--- config.mk ---
export PLATFORM = sky130hd
export DESIGN_NAME = vsmac_sequencer
export DESIGN_NICKNAME = d
export VERILOG_FILES = /design/src/rtl/vsmac_sequencer_pkg.sv /design/src/rtl/vsmac_result_serializer.sv /design/src/rtl/vsmac_sequencer.sv
export SDC_FILE = /design/constraint.sdc
export NUM_CORES = 1
export LEC_CHECK = 0
export ABC_AREA = 1
export BUFFER_PORTS_ARGS = -buffer_cell sky130_fd_sc_hd__buf_2
export CORE_MARGIN = 1
export CORE_UTILIZATION = 35
export DETAILED_ROUTE_END_ITERATION = 10
export SKIP_CTS_REPAIR_TIMING = 1
export SLEW_MARGIN = 20
export SYNTH_ARGS = -nofsm -noshare
export SYNTH_HDL_FRONTEND = slang
export SYNTH_SLANG_ARGS = --single-unit
--- constraint.sdc ---
create_clock -name clk -period 2.22 [get_ports clk]
set_clock_uncertainty 0.1 [all_clocks]
set_input_delay 0.222 -clock clk [delete_from_list [all_inputs] [get_ports clk]]
set_output_delay 0.222 -clock clk [all_outputs]
set_load 0.01 [all_outputs]
--- src/rtl/vsmac_sequencer_pkg.sv ---
// Shared types and sizing for the vector-scalar MAC sequencer and its result serializer.
package vsmac_sequencer_pkg;

  typedef enum logic [2:0] {
    ST_IDLE,
    ST_CLEAR,
    ST_FEED,
    ST_WAIT,
    ST_CAPTURE,
    ST_DRAIN
  } state_t;

  localparam int DEF_SIZE           = 6;
  localparam int ELEM_W             = 8;
  localparam int DEF_ACCUMULATIONS  = 3;
  localparam int DEF_RESULT_LATENCY = 2;

  function automatic int cnt_w(input int n);
    return (n > 1) ? $clog2(n) : 1;
  endfunction

  localparam int BEAT_CNT_W = cnt_w(DEF_ACCUMULATIONS);
  localparam int LAT_CNT_W  = cnt_w(DEF_RESULT_LATENCY);
  localparam int IDX_CNT_W  = cnt_w(DEF_SIZE);

endpackage

--- src/rtl/vsmac_result_serializer.sv ---
// Holds the captured MAC result vector and streams it out one element per handshake.
module vsmac_result_serializer
  import vsmac_sequencer_pkg::*;
#(
  parameter int SIZE  = DEF_SIZE,
  parameter int WIDTH = ELEM_W
) (
  input  logic                  clk,
  input  logic                  reset_n,
  input  logic                  load,
  input  logic [WIDTH*SIZE-1:0] mac_out,
  input  logic                  res_ready,
  output logic                  res_valid,
  output logic [WIDTH-1:0]      res_data,
  output logic                  res_last,
  output logic                  done
);

  logic [WIDTH*SIZE-1:0] result;
  logic [IDX_CNT_W-1:0]  idx;
  logic [IDX_CNT_W-1:0]  idx_next;
  logic                  handshake;

  assign handshake = res_valid && res_ready;
  assign done      = handshake && res_last;
  assign idx_next  = idx + IDX_CNT_W'(1);

  always_ff @(posedge clk or negedge reset_n) begin
    if (!reset_n) begin
      result    <= '0;
      idx       <= '0;
      res_valid <= 1'b0;
      res_data  <= '0;
      res_last  <= 1'b0;
    end else if (load) begin
      result    <= mac_out;
      idx       <= '0;
      res_valid <= 1'b1;
      res_data  <= mac_out[WIDTH-1:0];
      res_last  <= (SIZE == 1);
    end else if (handshake) begin
      if (res_last) begin
        idx       <= '0;
        res_valid <= 1'b0;
        res_data  <= '0;
        res_last  <= 1'b0;
      end else begin
        // res_data/res_last are precomputed for the next element so they stay registered
        idx      <= idx_next;
        res_data <= result[WIDTH*int'(idx_next) +: WIDTH];
        res_last <= (idx_next == IDX_CNT_W'(SIZE - 1));
      end
    end
  end

endmodule

--- src/rtl/vsmac_sequencer.sv ---
// Sequences operand beats into the MAC array, waits out its latency, then hands the result
// vector to the serializer.
//   state   | meaning
//   IDLE    | no job; waits for in_valid (beat not consumed)
//   CLEAR   | one-cycle mac_clear pulse, beat counter reset
//   FEED    | accepts ACCUMULATIONS operand beats
//   WAIT    | RESULT_LATENCY cycles for mac_out to settle
//   CAPTURE | serializer loads mac_out
//   DRAIN   | result elements streamed out
module vsmac_sequencer
  import vsmac_sequencer_pkg::*;
#(
  parameter int SIZE           = DEF_SIZE,
  parameter int WIDTH          = ELEM_W,
  parameter int ACCUMULATIONS  = DEF_ACCUMULATIONS,
  parameter int RESULT_LATENCY = DEF_RESULT_LATENCY
) (
  input  logic                  clk,
  input  logic                  reset_n,
  input  logic                  in_valid,
  output logic                  in_ready,
  input  logic [WIDTH*SIZE-1:0] in_a,
  input  logic [WIDTH-1:0]      in_b,
  output logic                  mac_clear,
  output logic                  mac_enable,
  output logic [WIDTH*SIZE-1:0] mac_a,
  output logic [WIDTH-1:0]      mac_b,
  input  logic [WIDTH*SIZE-1:0] mac_out,
  output logic                  res_valid,
  input  logic                  res_ready,
  output logic [WIDTH-1:0]      res_data,
  output logic                  res_last,
  output logic                  busy
);

  state_t                state, next_state;
  logic [BEAT_CNT_W-1:0] beat_cnt;
  logic [LAT_CNT_W-1:0]  lat_cnt;
  logic                  accept;
  logic                  last_beat;
  logic                  drain_done;

  assign in_ready  = (state == ST_FEED);
  assign accept    = in_valid && in_ready;
  assign last_beat = accept && (beat_cnt == BEAT_CNT_W'(ACCUMULATIONS - 1));

  always_ff @(posedge clk or negedge reset_n) begin
    if (!reset_n) state <= ST_IDLE;
    else          state <= next_state;
  end

  always_comb begin
    next_state = state;
    case (state)
      ST_IDLE:    if (in_valid) next_state = ST_CLEAR;
      ST_CLEAR:   next_state = ST_FEED;
      ST_FEED:    if (last_beat) next_state = ST_WAIT;
      ST_WAIT:    if (lat_cnt == '0) next_state = ST_CAPTURE;
      ST_CAPTURE: next_state = ST_DRAIN;
      ST_DRAIN:   if (drain_done) next_state = ST_IDLE;
      default:    next_state = ST_IDLE;
    endcase
  end

  always_ff @(posedge clk or negedge reset_n) begin
    if (!reset_n) begin
      mac_clear  <= 1'b0;
      mac_enable <= 1'b0;
      mac_a      <= '0;
      mac_b      <= '0;
      busy       <= 1'b0;
      beat_cnt   <= '0;
      lat_cnt    <= '0;
    end else begin
      mac_clear  <= (next_state == ST_CLEAR);
      mac_enable <= accept;
      busy       <= (next_state != ST_IDLE);
      if (accept) begin
        mac_a <= in_a;
        mac_b <= in_b;
      end
      if (state == ST_CLEAR)  beat_cnt <= '0;
      else if (accept)        beat_cnt <= beat_cnt + BEAT_CNT_W'(1);
      // the last enable cycle is already the first WAIT cycle, hence the -1
      if (last_beat)                              lat_cnt <= LAT_CNT_W'(RESULT_LATENCY - 1);
      else if (state == ST_WAIT && lat_cnt != '0) lat_cnt <= lat_cnt - LAT_CNT_W'(1);
    end
  end

  vsmac_result_serializer #(
    .SIZE  (SIZE),
    .WIDTH (WIDTH)
  ) u_serializer (
    .clk       (clk),
    .reset_n   (reset_n),
    .load      (state == ST_CAPTURE),
    .mac_out   (mac_out),
    .res_ready (res_ready),
    .res_valid (res_valid),
    .res_data  (res_data),
    .res_last  (res_last),
    .done      (drain_done)
  );

endmodule

# ---- Word level (Yosys, flattened, before mapping)
# Cells that the tools add are included.
dict set report classes {
  n_shift 1
  n_mux 21
  bitwise 0
  mul 0
  div_mod_pow 0
  n_eq_ne 8
  addsub 3
  magnitude_cmp 0
  n_reduce_logical 12
}
# op count
set op_table {}
lappend op_table {{$shiftx A48 B7 Y8} 1}
lappend op_table {{$mux W8} 3}
lappend op_table {{$mux W3} 7}
lappend op_table {{$pmux W3 S6} 1}
lappend op_table {{$eq A3 B3 Y1 const B} 3}
lappend op_table {{$mux W1} 8}
lappend op_table {{$reduce_bool A2 Y1} 4}
lappend op_table {{$eq A3 B1 Y1 const B} 2}
lappend op_table {{$eq A3 B2 Y1 const B} 2}
lappend op_table {{$logic_and A1 B1 Y1} 5}
lappend op_table {{$mux W2} 2}
lappend op_table {{$add A3 B1 Y3 const B} 1}
lappend op_table {{$logic_not A3 Y1} 1}
lappend op_table {{$reduce_bool A3 Y1} 1}
lappend op_table {{$add A2 B1 Y2 const B} 1}
lappend op_table {{$eq A2 B2 Y1 const B} 1}
lappend op_table {{$reduce_and A2 Y1} 1}
lappend op_table {{$sub A1 B1 Y1 const B} 1}
dict set report word_totals {
  latch_bits 0
  out_inout_bits 70
  ram_bits 0
  rom_bits 0
  ff_bits 126
  inputBits 108
  mem_count 0
}

# ---- Longest topological paths before layout
dict set report logic_depth {
  word_depth 6
  ltp_mapped 13
}

# ---- Hierarchy
# From an unflattened synthesis, not the netlist that was laid out.
dict set report hier_totals {
  hier_cells 668
  area_unflattened_um2 5429.0
}
# mod area_each_um2 cells_each n_inst
set by_module_without_submodules {}
lappend by_module_without_submodules {vsmac_result_serializer 2929.1 385 1}
lappend by_module_without_submodules {vsmac_sequencer 2499.9 283 1}

# ---- Worst setup path before layout
# OpenSTA, ideal clock, no wires.
dict set report synth_path {
  path_type {reg2reg}
  from {register u_serializer.idx[0]}
  to {register u_serializer.res_data[0]}
  path_buffers 3
  arrival_time_ns 1.650
  path_stages_with_launch 14
  required_ns 2.004
  synth_period_minus_slack_ns 1.867
  path_slack_ns 0.353
  path_cell_list {dfrtp_1 -> inv_1 -> buf_2 -> ha_1 -> clkbuf_2 -> inv_2 -> buf_4 -> nand2_1 -> nand3_1 -> nand2_1 -> nand2_1 -> nand2_1 -> nand2_1 -> nand2_1}
}
dict set report synth_via {
  elab_chain_cells 5
}
# item line_no
set synth_rtl {}
lappend synth_rtl {{start: declaration} vsmac_result_serializer.sv:20} ;# logic [IDX_CNT_W-1:0] idx;
lappend synth_rtl {{start signal: assignment} vsmac_result_serializer.sv:49} ;# idx <= idx_next;
lappend synth_rtl {{$add A3 B1 Y3} vsmac_result_serializer.sv:26} ;# assign idx_next = idx + IDX_CNT_W'(1);
lappend synth_rtl {{$shiftx A48 B7 Y8} vsmac_result_serializer.sv:50} ;# res_data <= result[WIDTH*int'(idx_next) +: WIDTH];
lappend synth_rtl {{$mux W8} vsmac_result_serializer.sv:42} ;# if (res_last) begin
lappend synth_rtl {{$mux W8} vsmac_result_serializer.sv:41} ;# end else if (handshake) begin
lappend synth_rtl {{$mux W8} vsmac_result_serializer.sv:35} ;# end else if (load) begin
lappend synth_rtl {{end signal: assignment} vsmac_result_serializer.sv:39} ;# res_data <= mac_out[WIDTH-1:0];
lappend synth_rtl {{end signal: assignment} vsmac_result_serializer.sv:50}
lappend synth_rtl {{end: declaration} vsmac_result_serializer.sv:14} ;# output logic [WIDTH-1:0] res_data,
# Every way passes these cells. The select of a mux whose other input is x is not followed.
# A chain may end at the register's enable or synchronous reset.

# ---- Worst setup path in the final report
dict set report layout_path {
  from {register u_serializer.idx[0]}
  to {register u_serializer.res_data[2]}
}
# Same word-level chain as after synthesis.

==> flow_metrics.py <==
metrics = {
    "outcome": {
        "status": "complete, no violations",
    },
    "detailed_routing": {
        "drt_iter0_drc": 235,
        "ant_nets": 0,
        "viasPerCell": 4.42,
        "totalWireLength_um": 15200,
        "wl_per_cell_um": 13.1,
        "dr.pass1.iters": 5,
        "post-route-drc-count": 0,
        "vias": 5117,
    },
    "clocking": {
        "cts_buffer_depth": 2,
        "clk_latency_ps": 420,
        "htreeDepth": 4,
        "clk_pin_slew_ps": 50,
        "cts_root_buf": "clkbuf_16",
        "cts_sinks": 126,
        "numCtsBuffers": 17,
        "cts_tree": "done",
    },
    "setup_path": {
        "crit_type": "reg -> reg",
        "critPathLaunchType": "register",
        "endpoint_kind": "register",
        "cp.required_ps": 2430,
        "cp_max_fo": 20,
        "r2r_end": "u_serializer.res_data[2]",
        "r2r_setup_slack_ps": 380,
        "critPathArrivalTime_ps": 2050,
        "r2r_start": "u_serializer.idx[0]",
        "r2r_cells": 8,
    },
    "placement": {
        "dp_slack_ps": 399,
        "dp_cells": 1022,
        "dp_hpwl_um": 9970,
        "io_buffer_count": 177,
        "placed_area_sq_um": 6540,
        "gp_congestion": 0.829,
    },
    "floorplanning": {
        "initial_core_util": 0.358,
        "die_x_um": 126,
        "rows": 45,
        "die_area_sq_um": 16000,
        "pin_count": 178,
        "die_h_um": 126,
        "coreArea_sq_um": 15100,
    },
    "sta": {
        "setup_violations": 0,
        "slew_headroom": 0.635,
        "rsz0062_at_grt": "no",
        "hold_slack_ps": 11.2,
        "worst_slack_ps": 382,
        "min_period_ps": 1840,
        "fmax_ghz": 0.544,
        "worst_slew_pin_slew_ps": 547,
        "fin_crit_sh": 0.828,
        "slew_violations": 0,
        "fin_setup_tns_ps": 0,
        "hold_violations": 0,
    },
    "layout": {
        "layout.cell_area.non_filler_sq_um": 8180,
        "final_util": 0.540,
        "drive_gt1_frac": 0.236,
        "syn2layout_area_growth_pct": 50.9,
        "nFillCells": 1384,
        "num_antenna_cells": 0,
        "final_cells": 1157,
        "finalNetCount": 1068,
    },
    "global_routing": {
        "grt_pass1_wl_um": 23400,
        "grt_overflow": 0,
        "grt_usage": 0.190,
        "grt_max_degree": 55,
        "grt_pass1_vias": 4776,
        "antenna_found_initial": 0,
    },
    "synthesis": {
        "synth_edf_count": 0,
        "synth_seq_area_share": 0.581,
        "syn_area_per_cell_sq_um": 8.04,
        "yosys-top-cells-count": "nand2_1 (375), dfrtp_1 (126), inv_1 (51)",
        "syn_inst": 675,
        "ys_types": 22,
        "yosysWarningCount": 0,
        "ys_seq_elements": 126,
        "synth-main-ff-cell": "dfrtp_1",
        "yosysMostFrequentCell": "nand2_1",
        "synth_area_leader_cell": "dfrtp_1",
        "ys_async_sr_fraction": 1.00,
        "syn-cell-area_sq_um": 5420,
        "synthTopCellsByArea": "dfrtp_1 (58%), nand2_1 (26%), o21ai_0 (3.6%)",
        "synth_nets": 786,
        "synth.top_cell.area_share": 0.581,
    },
    "worst_hold_path": {
        "hp-start": "mac_out[5]",
        "hold_path.class": "in -> reg",
        "hold_path_depth": 3,
        "holdPathEnd": "u_serializer.result[5]",
    },
    "job": {
        "drv_cap": 0,
    },
    "power_and_ir_drop": {
        "power.density_nw_per_um2": 660,
        "peakVddDrop_mv": 0.481,
        "p_leak_nw": 4.59,
        "total_power_mw": 5.40,
    },
}
[cells in the final DEF (no fill, tap or decap), types with 3 or more instances in the layout]
cell / Yosys / final
nand2_1: 375 / 375
buf_2: 18 / 176
dfrtp_1: 126 / 126
dlygate4sd3_1: 0 / 104
inv_1: 51 / 51
o21ai_0: 39 / 39
nand3_1: 22 / 22
clkbuf_16: 0 / 17
a21oi_1: 9 / 9
inv_2: 7 / 7
buf_4: 2 / 7
nor2_1: 6 / 6
buf_12: 0 / 6
clkinvlp_4: 0 / 4
ha_1: 3 / 3
bufinv_16: 0 / 3
[cell type report]
| cell class | instances | area, sq um | area share |
|---|---|---|---|
| clock inverter | 10 | 139 | 0.0170 |
| inverter | 58 | 218 | 0.0266 |
| timing repair buffer | 293 | 2090 | 0.256 |
| clock buffer | 21 | 460 | 0.0563 |
| sequential | 126 | 3150 | 0.385 |
| multi-input combinational | 461 | 1880 | 0.230 |
| tap | 188 | 235 | 0.0287 |
[sequential cells by signal, summed over array words and instances (netlist names)]
signal,flops
u_serializer.result,48
mac_b,8
busy,1
u_serializer.idx,3
mac_clear,1
u_serializer.res_last,1
u_serializer.res_valid,1
mac_a,48
lat_cnt,1
u_serializer.res_data,8
state,3
mac_enable,1
beat_cnt,2
[kinds of logic (layout without fill, tap and decap cells)]
kind of cell,after synthesis,count (layout),synth area share
AO/OA/AOI/OAI,51,51,0.0482
adder cells (fa/ha/maj),3,3,0.00692
AND/OR/NAND/NOR,406,406,0.288
XOR/XNOR,1,1,0.00300
buffers and inverters,88,382,0.0722
flip-flops,126,126,0.581
[worst max-delay path by stage]
| stage | startpoint | to | slack, ps | depth (start not counted) |
|---|---|---|---|---|
| final | u_serializer.idx[0] | u_serializer.res_data[2] | 380 | 8 |
| after global routing | u_serializer.idx[0] | u_serializer.res_data[7] | 210 | 8 |
| after CTS | u_serializer.idx[0] | u_serializer.res_data[2] | 380 | 8 |
| after detailed placement | u_serializer.idx[0] | u_serializer.res_data[2] | 400 | 8 |
| after global placement | u_serializer.idx[0] | u_serializer.res_data[7] | 410 | 8 |
| after floorplan | u_serializer.idx[0] | u_serializer.res_data[0] | 350 | 13 |
[power by group]
part	internal (mW)	switching (mW)
clock network	1.81	0.998
logic	0.193	0.0995
registers	2.30	0
total	4.30	1.10
[worst max-delay path, cell delays in order, from the launching register on]
cell and delay [ps]:
dfrtp_1 370, buf_4 200, ha_1 250, xor2_2 370
inv_2 170, nand2_1 110, nand2_1 50, nand2_1 50
nand2_1 40
[metal layers]
layer  vias to the layer above  track usage  wire [um]
met5                         -            0          0
met4                         0        0.111        538
met3                        34       0.0763       1110
met2                       186        0.286       6960
met1                      2299        0.231       6600
li1                       2598            -          -
(Power assumes the default switching activity.)
